## src/rtl/fire_ctrl_pkg.sv

```systemverilog
// Shared types and default timing constants for the fire-control stage.
package fire_ctrl_pkg;

  typedef enum logic [2:0] {
    StSafe     = 3'd0,
    StArmed    = 3'd1,
    StFire     = 3'd2,
    StCharging = 3'd3,
    StCooldown = 3'd4,
    StFault    = 3'd5
  } state_t;

  localparam int unsigned DefDebounceCycles = 100000;
  localparam int unsigned DefChargeTimeout  = 150000000;
  localparam int unsigned DefCooldownCycles = 200000000;
  localparam int unsigned DefCntW           = 32;

endpackage

```

## src/rtl/btn_debounce.sv

```systemverilog
// Two-flop synchronizer, hold-time debouncer and one-cycle press strobe for a raw pushbutton.
module btn_debounce
  import fire_ctrl_pkg::*;
#(
  parameter int unsigned DEBOUNCE_CYCLES = DefDebounceCycles,
  parameter int unsigned CNT_W           = DefCntW
) (
  input  logic clk,
  input  logic rst,
  input  logic raw,
  output logic level,
  output logic press
);

  localparam logic [CNT_W-1:0] CntLast = CNT_W'(DEBOUNCE_CYCLES - 1);

  logic             sync1_q, sync2_q;
  logic [CNT_W-1:0] cnt_q;
  logic             level_q, press_q;

  always_ff @(posedge clk or posedge rst) begin
    if (rst) begin
      sync1_q <= 1'b0;
      sync2_q <= 1'b0;
      cnt_q   <= '0;
      level_q <= 1'b0;
      press_q <= 1'b0;
    end else begin
      sync1_q <= raw;
      sync2_q <= sync1_q;
      press_q <= 1'b0;
      if (sync2_q == level_q) begin
        cnt_q <= '0;
      end else if (cnt_q == CntLast) begin
        // Accept the new level; strobe only on a 0->1 flip.
        cnt_q   <= '0;
        level_q <= sync2_q;
        press_q <= sync2_q;
      end else begin
        cnt_q <= cnt_q + 1'b1;
      end
    end
  end

  assign level = level_q;
  assign press = press_q;

endmodule

```

## src/rtl/fire_ctrl.sv

```systemverilog
// Safe/armed/fire/charging/cooldown/fault controller driving the coil trigger from debounced buttons.
module fire_ctrl
  import fire_ctrl_pkg::*;
#(
  parameter int unsigned DEBOUNCE_CYCLES = DefDebounceCycles,
  parameter int unsigned CHARGE_TIMEOUT  = DefChargeTimeout,
  parameter int unsigned COOLDOWN_CYCLES = DefCooldownCycles,
  parameter int unsigned CNT_W           = DefCntW
) (
  input  logic       clk,
  input  logic       rst,
  input  logic       arm_btn,
  input  logic       fire_btn,
  input  logic       charge_busy,
  output logic       fire_pulse,
  output logic       armed,
  output logic       cooldown,
  output logic       fault,
  output logic [2:0] state_o
);

  localparam logic [CNT_W-1:0] ChargeLast = CNT_W'(CHARGE_TIMEOUT - 1);
  localparam logic [CNT_W-1:0] CoolLast   = CNT_W'(COOLDOWN_CYCLES - 1);

  logic arm_level, arm_strobe, fire_level, fire_strobe;
  logic arm_press, fire_press;

  btn_debounce #(.DEBOUNCE_CYCLES(DEBOUNCE_CYCLES), .CNT_W(CNT_W)) u_arm_db (
    .clk   (clk),
    .rst   (rst),
    .raw   (arm_btn),
    .level (arm_level),
    .press (arm_strobe)
  );

  btn_debounce #(.DEBOUNCE_CYCLES(DEBOUNCE_CYCLES), .CNT_W(CNT_W)) u_fire_db (
    .clk   (clk),
    .rst   (rst),
    .raw   (fire_btn),
    .level (fire_level),
    .press (fire_strobe)
  );

  // A press only counts while its debounced level is actually high.
  assign arm_press  = arm_strobe & arm_level;
  assign fire_press = fire_strobe & fire_level;

  state_t           state_q, state_d;
  logic [CNT_W-1:0] timer_q, timer_d;
  logic             seen_q, seen_d;

  always_comb begin
    state_d = state_q;
    timer_d = timer_q;
    seen_d  = seen_q;
    case (state_q)
      StSafe: begin
        if (arm_press) state_d = StArmed;
      end
      StArmed: begin
        if (arm_press)       state_d = StSafe;
        else if (fire_press) state_d = StFire;
      end
      StFire: begin
        state_d = StCharging;
        timer_d = '0;
        seen_d  = 1'b0;
      end
      StCharging: begin
        timer_d = timer_q + 1'b1;
        if (charge_busy) seen_d = 1'b1;
        // Completion takes priority over timeout in the same cycle.
        if (seen_q && !charge_busy) begin
          state_d = StCooldown;
          timer_d = '0;
        end else if (timer_q == ChargeLast) begin
          state_d = StFault;
          timer_d = '0;
        end
      end
      StCooldown: begin
        timer_d = timer_q + 1'b1;
        if (timer_q == CoolLast) begin
          state_d = StSafe;
          timer_d = '0;
        end
      end
      StFault: begin
        if (arm_press) state_d = StSafe;
      end
      default: state_d = StSafe;
    endcase
  end

  always_ff @(posedge clk or posedge rst) begin
    if (rst) begin
      state_q    <= StSafe;
      timer_q    <= '0;
      seen_q     <= 1'b0;
      fire_pulse <= 1'b0;
      armed      <= 1'b0;
      cooldown   <= 1'b0;
      fault      <= 1'b0;
    end else begin
      state_q    <= state_d;
      timer_q    <= timer_d;
      seen_q     <= seen_d;
      fire_pulse <= (state_d == StFire);
      armed      <= (state_d == StArmed);
      cooldown   <= (state_d == StCooldown);
      fault      <= (state_d == StFault);
    end
  end

  assign state_o = state_q;

endmodule

```

## config.mk

```make
export PLATFORM = sky130hd
export DESIGN_NAME = fire_ctrl
export DESIGN_NICKNAME = d
export VERILOG_FILES = /design/src/rtl/fire_ctrl_pkg.sv /design/src/rtl/btn_debounce.sv /design/src/rtl/fire_ctrl.sv
export SDC_FILE = /design/constraint.sdc
export NUM_CORES = 1
export LEC_CHECK = 0
export CORE_MARGIN = 4
export CORE_UTILIZATION = 65
export DETAILED_ROUTE_END_ITERATION = 10
export PLACE_DENSITY_LB_ADDON = 0.3
export SETUP_SLACK_MARGIN = 0.15
export SLEW_MARGIN = 0
export SYNTH_ARGS = -nofsm -noshare
export SYNTH_HDL_FRONTEND = slang
export SYNTH_SLANG_ARGS = --single-unit
```

## constraint.sdc

```tcl
create_clock -name clk -period 8.77 [get_ports clk]
set_input_delay 1.754 -clock clk [delete_from_list [all_inputs] [get_ports clk]]
set_output_delay 1.754 -clock clk [all_outputs]
set_load 0.03 [all_outputs]
```

==> results of run 1 <==
[sequential cells by signal, summed over array words and instances, names as in the netlist]
name and flops:
cooldown 1, state_o 3, u_arm_db.sync1_q 1, u_fire_db.sync2_q 1, seen_q 1, u_arm_db.sync2_q 1, timer_q 32, u_fire_db.sync1_q 1
u_fire_db.level 1, fault 1, u_arm_db.press 1, u_arm_db.cnt_q 32, armed 1, fire_pulse 1, u_fire_db.cnt_q 32, u_fire_db.press 1
u_arm_db.level 1
[cells by family (layout without fill, tap and decap cells)]
logic type / Yosys count / after routing / synth area share
fa+ha+maj: 3 / 3 / 0.00673
compound gates: 71 / 71 / 0.0797
buf+inv: 39 / 49 / 0.0305
mux: 4 / 4 / 0.00763
simple gates: 297 / 297 / 0.267
xor+xnor: 67 / 67 / 0.105
flops: 112 / 112 / 0.503
[per-layer routing]
layer / track usage / wire length [um] / up-vias
met5: 0 / 0 / -
met4: 0.0819 / 150 / 0
met3: 0.0478 / 446 / 17
met2: 0.376 / 5070 / 98
met1: 0.300 / 4920 / 2107
li1: - / - / 2084
[area by class of cell]
type,instances,share of cell area
Clock buffer,10,0.0232
Multi-Input combinational cell,442,0.439
Inverter,19,0.0124
Clock inverter,6,0.00886
Sequential cell,112,0.472
Tap cell,105,0.0221
Timing Repair Buffer,14,0.0224
[power by group]
| part | total (W) | leakage (nW) | switching [W] | internal, W |
|---|---|---|---|---|
| clock | 0.000299 | 0.0963 | 0.000183 | 0.000116 |
| combinational | 0.0000216 | 0.842 | 0.0000170 | 0.00000466 |
| sequential | 0.000522 | 1.51 | 0.00000268 | 0.000519 |
[final timing paths]
path | startpoint | endpoint | slack (ns) | depth (start not counted)
min in group asynchronous | rst | u_fire_db.cnt_q[0] | 1.74 | 2
max | charge_busy | timer_q[24] | 5.34 | 6
min | u_arm_db.sync1_q | u_arm_db.sync2_q | 0.36 | 0
max in group asynchronous | rst | u_arm_db.cnt_q[17] | 5.76 | 3
min reg2reg | u_arm_db.sync1_q | u_arm_db.sync2_q | 0.36 | 0
max reg2reg | u_arm_db.cnt_q[9] | u_arm_db.cnt_q[27] | 6.18 | 6
[per-stage QoR]
step | power, W | hold slack (ns) | worst slack [ns] | cells | util
6_report | 0.000843 | 0.359 | 5.34 | 708 | 0.715
5_1_grt | 0.000874 | 0.367 | 5.17 | 708 | 0.715
4_1_cts | 0.000850 | 0.361 | 5.34 | 708 | 0.715
3_5_place_dp | 0.000555 | 0.337 | 4.93 | 692 | 0.692
3_3_place_gp | 0.000554 | 0.332 | 5.11 | 692 | 0.692
2_1_floorplan | 0.000548 | 0.331 | 4.06 | 593 | -
[cells in the mapped netlist, drive strengths merged (7+ instances only)]
| master | count | area, sq um |
|---|---|---|
| dfrtp | 112 | 2800 |
| nor2 | 98 | 368 |
| nand2 | 50 | 188 |
| nand3 | 47 | 235 |
| xor2 | 43 | 377 |
| xnor2 | 24 | 210 |
| nand4 | 22 | 138 |
| a21oi | 20 | 100 |
| nor4 | 20 | 140 |
| inv | 19 | 71.3 |
| o21ai | 18 | 90.1 |
| nor3 | 15 | 86.3 |
| a31oi | 14 | 87.6 |
| clkbuf | 11 | 41.3 |
| buf | 9 | 57.6 |
| a22o | 7 | 61.3 |
| and2 | 7 | 43.8 |
| and4 | 7 | 61.3 |
[worst register-to-register path, stage by stage, from the launching register on]
cell                       delay, ns
sky130_fd_sc_hd__dfrtp_1        0.42
sky130_fd_sc_hd__nand2_1        0.13
sky130_fd_sc_hd__nor4b_1        0.31
sky130_fd_sc_hd__nand3_1        0.14
sky130_fd_sc_hd__nor3_1         0.35
sky130_fd_sc_hd__nand2b_1       0.95
sky130_fd_sc_hd__nor2_1         0.13
==> reports/summary.json, run 1 <==
{
  "result_of_the_run": "finished clean",
  "route.final.wire_length_um": 10600,
  "cts.sink_count": 112,
  "cts_made_buffers": 9,
  "post-dp-hpwl_um": 7010,
  "static-leakage-power_nw": 2.45,
  "worstPathRequired_ns": 9.08,
  "slowest_stage": "sky130_fd_sc_hd__a31o_2",
  "hold_path_class": "reg -> reg",
  "chipWidth_um": 101,
  "grt_setup_unrepaired": "false",
  "postSynthAreaPerCell_sq_um": 9.40,
  "path_delay_family": "compound AO/OA/AOI/OAI gates",
  "detailedRoute.firstIterationViolations": 361,
  "clkSlewWorstSetupHoldPaths_ns": 0.11,
  "ctsResizeCount": 0,
  "rows": 33,
  "power.density_cell_area_mw_per_mm2": 142,
  "num-fill-cells": 654,
  "multiInputGateArea_sq_mm": 0.00260,
  "clock_tree.htree_level_count": 3,
  "max_freq_mhz": 291,
  "grt_first_pass_wirelength_um": 18800,
  "initial_utilization": 0.672,
  "layout.cell_area.non_filler_sq_mm": 0.00593,
  "final_common_cell": "sky130_fd_sc_hd__dfrtp_1",
  "final_layout_size_suffix_gt1_frac": 0.0514,
  "synth-async-reset-ratio": 1.00,
  "cp_max_fo": 34,
  "vdd_drop_max_v": 0.000123,
  "ant_nets": 0,
  "final_critical_path_required_period_ns": 3.43,
  "post_place_instance_area_sq_mm": 0.00574,
  "globalplace.congestion": 0.882,
  "grt_antenna_before_repair": 0,
  "primary_ff_master_synth": "sky130_fd_sc_hd__dfrtp_1",
  "timing.critical_path.mode_cell": "sky130_fd_sc_hd__a31oi_1",
  "dieArea_sq_mm": 0.0101,
  "floorplan.die.height_um": 101,
  "clock_tree.root_cell": "sky130_fd_sc_hd__clkbuf_8",
  "cts-hold-fix-buffers": 0,
  "finalNetCount": 606,
  "finalCritPeriodShare": 0.391,
  "slew_violations": 0,
  "route.detailed.drc": 0,
  "largest_net_degree_at_the_start_of_global_routing": 73,
  "cp_data_arrival_time_ns": 3.74,
  "n_antenna_cell": 0,
  "yosys_register_bits": 112,
  "fin_setup_tns_ns": 0,
  "clk_path_buf_depth": 2,
  "synth.distinct_cells": 51,
  "tightestPinTransition_ns": 1.17,
  "flow.area_growth_from_synthesis_pct": 6.42,
  "seq_area_frac_synth": 0.503,
  "critical_path.max_stage_delay_ns": 0.69,
  "final-setup-viol-count": 0,
  "grt_overflow": 0,
  "top_level_ports": 12,
  "syn-num-nets": 601,
  "seqCellArea_sq_mm": 0.00280,
  "cts_setup_buffers": 0,
  "final-hold-violation-count": 0,
  "port_buffers": 11,
  "grtUsageTotal": 0.228,
  "vias_per_cell": 6.08,
  "detailedRoute.firstPassIterationCount": 5,
  "setup.worst_path.end_class": "register",
  "startpoint_to_endpoint_class_of_the_critical_path": "in -> reg",
  "path_cells": "clkdlybuf4s50_1 > nor2b_1 > a31oi_1 > a31o_2 > o21ai_0 > a31oi_1",
  "timing.critical_path.from_type": "input port",
  "drv.max_cap_violation_count": 0,
  "maxSlewHeadroom": 0.218,
  "synth-edff-count": 0,
  "mostFrequentLayoutCells": "sky130_fd_sc_hd__dfrtp_1 (112), sky130_fd_sc_hd__nor2_1 (98), sky130_fd_sc_hd__nand2_1 (50), sky130_fd_sc_hd__nand3_1 (47), sky130_fd_sc_hd__xor2_1 (43)",
  "worst_skew_pair.late_latency_ns": 0.38,
  "detailroute.via_count": 4306,
  "count_of_buffering_cells_on_the_critical_path_with_inverters_included": 1,
  "synth.yosys.warnings": 0,
  "skew_ns": 0.0117,
  "cts_tree": "yes",
  "vias_in_the_first_global_route": 4213,
  "synthesis.instances": 593,
  "detail_route.wl_per_cell_um": 14.9,
  "placeableCoreArea_sq_mm": 0.00830,
  "synth_area_sq_mm": 0.00557
}
No activity file was read; power rests on OpenSTA's default activity.
==> inputs of run 2 (changes only) <==
Settings changed: CORE_UTILIZATION 65 to 56.
Clock period 8.77 ns to 3 ns, I/O delays scaled along.
==> reports/summary.json, run 2 (synthesis gave the netlist of run 1 again) <==
{
  "power.density_cell_area_mw_per_mm2": 421,
  "finalNetCount": 617,
  "cp_data_arrival_time_ns": 2.74,
  "worst_skew_pair.late_latency_ns": 0.39,
  "final_critical_path_required_period_ns": 2.48,
  "vias_per_cell": 5.69,
  "flow.area_growth_from_synthesis_pct": 9.83,
  "clkSlewWorstSetupHoldPaths_ns": 0.12,
  "number_of_standard_cells_in_the_layout_taps_in_and_fillers_out": 747,
  "dpl.cell_count": 731,
  "layout_top_registers": "timer_q: 32 flops, u_arm_db.cnt_q: 32 flops, u_fire_db.cnt_q: 32 flops",
  "worstPathRequired_ns": 3.26,
  "final-hold-violation-count": 0,
  "clock_tree.root_cell": "sky130_fd_sc_hd__clkbuf_8",
  "placeableCoreArea_sq_mm": 0.00973,
  "ant_nets": 0,
  "result_of_the_run": "finished clean",
  "startpoint_to_endpoint_class_of_the_critical_path": "reg -> reg",
  "drv.max_cap_violation_count": 0,
  "detailroute.via_count": 4252,
  "cts_made_buffers": 9,
  "n_antenna_cell": 0,
  "final-setup-viol-count": 0,
  "rows": 36,
  "max_freq_mhz": 403,
  "fin_setup_tns_ns": 0,
  "chipWidth_um": 108,
  "detailedRoute.firstIterationViolations": 221,
  "cts_setup_buffers": 0,
  "clk_path_buf_depth": 2,
  "grt_setup_unrepaired": "false",
  "detail_route.wl_per_cell_um": 14.2,
  "top_level_ports": 12,
  "timing.critical_path.from_type": "register",
  "floorplan.die.height_um": 108,
  "route.detailed.drc": 0,
  "startpoint_of_the_most_critical_setup_path": "timer_q[7]",
  "mostFrequentLayoutCells": "sky130_fd_sc_hd__dfrtp_1 (112), sky130_fd_sc_hd__nor2_1 (98), sky130_fd_sc_hd__nand2_1 (50), sky130_fd_sc_hd__nand3_1 (47), sky130_fd_sc_hd__xor2_1 (43)",
  "hold_path_class": "reg -> reg",
  "vias_in_the_first_global_route": 4049,
  "clock_tree.htree_level_count": 3,
  "port_buffers": 11,
  "largest_net_degree_at_the_start_of_global_routing": 65,
  "route.final.wire_length_um": 10600,
  "cts_tree": "yes",
  "finalCritPeriodShare": 0.827,
  "min_from": "u_arm_db.sync1_q",
  "tightestPinTransition_ns": 0.663,
  "cts-hold-fix-buffers": 0,
  "finalWorstSetupSlack_ns": 0.520,
  "detailedRoute.firstPassIterationCount": 5,
  "slew_violations": 0,
  "ctsResizeCount": 0,
  "skew_ns": 0.0161,
  "grtUsageTotal": 0.200,
  "cts.sink_count": 112,
  "grt_first_pass_wirelength_um": 18700,
  "dieArea_sq_mm": 0.0116,
  "grt_overflow": 0,
  "grt_antenna_before_repair": 0,
  "initial_utilization": 0.573,
  "holdWs_ns": 0.351,
  "crit-reg2reg-launch": "timer_q[7]",
  "post-place-ws_ns": 0.459,
  "final_common_cell": "sky130_fd_sc_hd__dfrtp_1",
  "layout.cell_area.non_filler_sq_mm": 0.00612,
  "post_place_instance_area_sq_mm": 0.00590,
  "post-dp-hpwl_um": 7360,
  "cp_max_fo": 19,
  "static-leakage-power_nw": 2.53,
  "vdd_drop_max_v": 0.000369,
  "globalplace.congestion": 0.846,
  "setup.worst_path.end_class": "register",
  "final_layout_size_suffix_gt1_frac": 0.0684,
  "maxSlewHeadroom": 0.554
}
-- run 2: area by class of cell --
type	instances	area, sq um
Tap cell	133	166
Sequential cell	112	2800
Clock inverter	7	100
Fill cell	822	3610
Multi-Input combinational cell	442	2600
Inverter	19	75.1
Clock buffer	9	124
Timing Repair Buffer	25	253
-- run 2: metrics by stage --
| stage | power, W | utilization |
|---|---|---|
| 3_3_place_gp | 0.00163 | 0.606 |
| 6_report | 0.00258 | 0.629 |
| 3_5_place_dp | 0.00163 | 0.606 |
| 5_1_grt | 0.00268 | 0.629 |
| 4_1_cts | 0.00261 | 0.629 |
| 2_1_floorplan | 0.00160 | - |
-- run 2: worst max-delay path, cell delays in order, from the launching register on --
cell and delay [ns]:
sky130_fd_sc_hd__dfrtp_1 0.43, sky130_fd_sc_hd__or4b_1 0.53, sky130_fd_sc_hd__nor4_1 0.31, sky130_fd_sc_hd__a31oi_1 0.21, sky130_fd_sc_hd__a31o_2 0.42, sky130_fd_sc_hd__buf_4 0.22, sky130_fd_sc_hd__o211ai_1 0.11, sky130_fd_sc_hd__o311ai_2 0.12
-- run 2: report_power, final --
part | total [W] | switching [W] | internal, W | leakage, nW
Combinational | 0.0000707 | 0.0000516 | 0.0000191 | 0.909
Sequential | 0.00153 | 0.00000778 | 0.00152 | 1.51
Clock | 0.000979 | 0.000564 | 0.000415 | 0.112
-- run 2: final timing paths --
kind	end	slack (ns)	depth (start not counted)
setup / recovery	timer_q[25]	0.52	7
hold / removal	u_arm_db.sync2_q	0.35	0
setup reg to reg	timer_q[25]	0.52	7
hold reg to reg	u_arm_db.sync2_q	0.35	0
max in group asynchronous	u_arm_db.cnt_q[17]	1.82	3
min in group asynchronous	u_fire_db.cnt_q[7]	0.53	2
-- run 2: routing by layer --
metal / wire, um / global-route usage / share of wire
met1: 4950 / 0.270 / 0.47
met2: 5060 / 0.322 / 0.48
met3: 367 / 0.0450 / 0.035
met4: 201 / 0.0649 / 0.019
met5: 0 / 0 / 0
==> inputs of run 3 (changes only) <==
Settings changed: CORE_UTILIZATION 56 to 62.
Clock period 3 ns to 2.5 ns, I/O delays scaled along.
==> reports/summary.json, run 3 (synthesis gave the netlist of run 1 again) <==
{
  "result_of_the_run": "finished clean",
  "final-hold-violation-count": 0,
  "ant_nets": 0,
  "cts.sink_count": 112,
  "n_antenna_cell": 0,
  "top_level_ports": 12,
  "initial_utilization": 0.639,
  "port_buffers": 11,
  "cts-hold-fix-buffers": 0,
  "slew_violations": 0,
  "skew_ns": 0.00663,
  "rows": 34,
  "timing.critical_path.from_type": "register",
  "largest_net_degree_at_the_start_of_global_routing": 35,
  "final-setup-viol-count": 0,
  "flow.area_growth_from_synthesis_pct": 12.9,
  "drv.max_cap_violation_count": 0,
  "detailroute.via_count": 4492,
  "worstPathRequired_ns": 2.74,
  "static-leakage-power_nw": 2.61,
  "final_critical_path_required_period_ns": 2.37,
  "clkSlewWorstSetupHoldPaths_ns": 0.10,
  "grt_antenna_before_repair": 0,
  "placeableCoreArea_sq_mm": 0.00872,
  "clock_tree.root_cell": "sky130_fd_sc_hd__clkbuf_8",
  "detailedRoute.firstIterationViolations": 307,
  "path_cells": "or4b_4 > nor4_4 > a31oi_4 > buf_4 > a31o_4 > o211ai_1 > o311ai_2",
  "grt_overflow": 0,
  "worst_skew_pair.late_latency_ns": 0.37,
  "grt_setup_unrepaired": "true",
  "cts_made_buffers": 9,
  "num-fill-cells": 612,
  "clk_path_buf_depth": 2,
  "final_common_cell": "sky130_fd_sc_hd__dfrtp_1",
  "grt_first_pass_wirelength_um": 19100,
  "maxSlewHeadroom": 0.584,
  "vdd_drop_max_v": 0.000379,
  "route.detailed.drc": 0,
  "tightestPinTransition_ns": 0.623,
  "finalPower_w": 0.00306,
  "floorplan.die.height_um": 103,
  "setup.worst_path.end_class": "register",
  "vias_in_the_first_global_route": 4129,
  "mostFrequentLayoutCells": "sky130_fd_sc_hd__dfrtp_1 (111), sky130_fd_sc_hd__nor2_1 (96), sky130_fd_sc_hd__nand2_1 (50), sky130_fd_sc_hd__nand3_1 (47), sky130_fd_sc_hd__xor2_1 (43)",
  "final_util": 0.721,
  "startpoint_to_endpoint_class_of_the_critical_path": "reg -> reg",
  "route.final.wire_length_um": 12000,
  "grtUsageTotal": 0.226,
  "hold_path_class": "reg -> reg",
  "clock_tree.htree_level_count": 3,
  "holdWs_ns": 0.359,
  "globalplace.congestion": 0.867,
  "dieArea_sq_mm": 0.0106,
  "final_layout_size_suffix_gt1_frac": 0.107,
  "post-dp-hpwl_um": 7460,
  "fin_setup_tns_ns": 0,
  "vias_per_cell": 6.11,
  "cts_tree": "yes",
  "finalNetCount": 630,
  "slowest_stage": "sky130_fd_sc_hd__or4b_4",
  "max_freq_mhz": 421,
  "critical_path.max_stage_delay_ns": 0.54,
  "cp_max_fo": 17,
  "detailedRoute.firstPassIterationCount": 6,
  "finalCritPeriodShare": 0.949,
  "chipWidth_um": 103,
  "detail_route.wl_per_cell_um": 16.3,
  "power.density_cell_area_mw_per_mm2": 486,
  "layout_top_registers": "timer_q: 32 flops, u_arm_db.cnt_q: 32 flops, u_fire_db.cnt_q: 32 flops",
  "cp_data_arrival_time_ns": 2.61
}
-- run 3: per-layer routing --
layer,track usage,wire [um],vias to the layer above
li1,-,-,2134
met1,0.311,5160,2161
met2,0.358,5850,165
met3,0.0474,712,32
met4,0.0787,244,0
met5,0,0,-
-- run 3: where the power goes --
part	leakage [nW]	switching, W	internal, W
registers	1.51	0.00000955	0.00182
clock network	0.111	0.000611	0.000528
logic	0.993	0.0000623	0.0000270
total	2.61	0.000682	0.00238
-- run 3: worst max-delay path: cells and delay by family (launching register included) --
family | cells | cell delay, ns
compound gates | 4 | 0.76
buf+inv | 1 | 0.19
flops | 1 | 0.43
simple gates | 2 | 0.86
-- run 3: cell type report --
type	count	area, sq um	area share
Clock buffer	11	151	0.0241
Clock inverter	5	63.8	0.0101
Inverter	19	75.1	0.0119
Multi-Input combinational cell	443	2720	0.432
Sequential cell	112	2800	0.446
Tap cell	108	135	0.0215
Timing Repair Buffer	37	344	0.0547
-- run 3: stage by stage --
| stage | setup WS (ns) | area [sq um] | std cells |
|---|---|---|---|
| after floorplan | 0.389 | 5580 | 593 |
| after global placement | 0.116 | 5900 | 710 |
| after detailed placement | 0.0200 | 5900 | 710 |
| after CTS | 0.172 | 6150 | 729 |
| after global routing | 0.0746 | 6290 | 735 |
| final | 0.127 | 6290 | 735 |
-- run 3: what timing repair did --
action                     4_1_cts  5_1_grt
pin swaps                        2        6
resized for setup                5       17
gates cloned                     1        2
setup endpoints to repair       16       30
buffers inserted                 2        4
-- run 3: final timing paths --
path	from	end	slack, ns	cells after the start
max in group asynchronous	rst	timer_q[17]	1.40	3
worst min-delay path	u_arm_db.sync1_q	u_arm_db.sync2_q	0.36	0
worst max-delay path	timer_q[16]	timer_q[25]	0.13	7
worst min register to register	u_arm_db.sync1_q	u_arm_db.sync2_q	0.36	0
min in group asynchronous	rst	u_fire_db.cnt_q[12]	0.55	2
worst max register to register	timer_q[16]	timer_q[25]	0.13	7
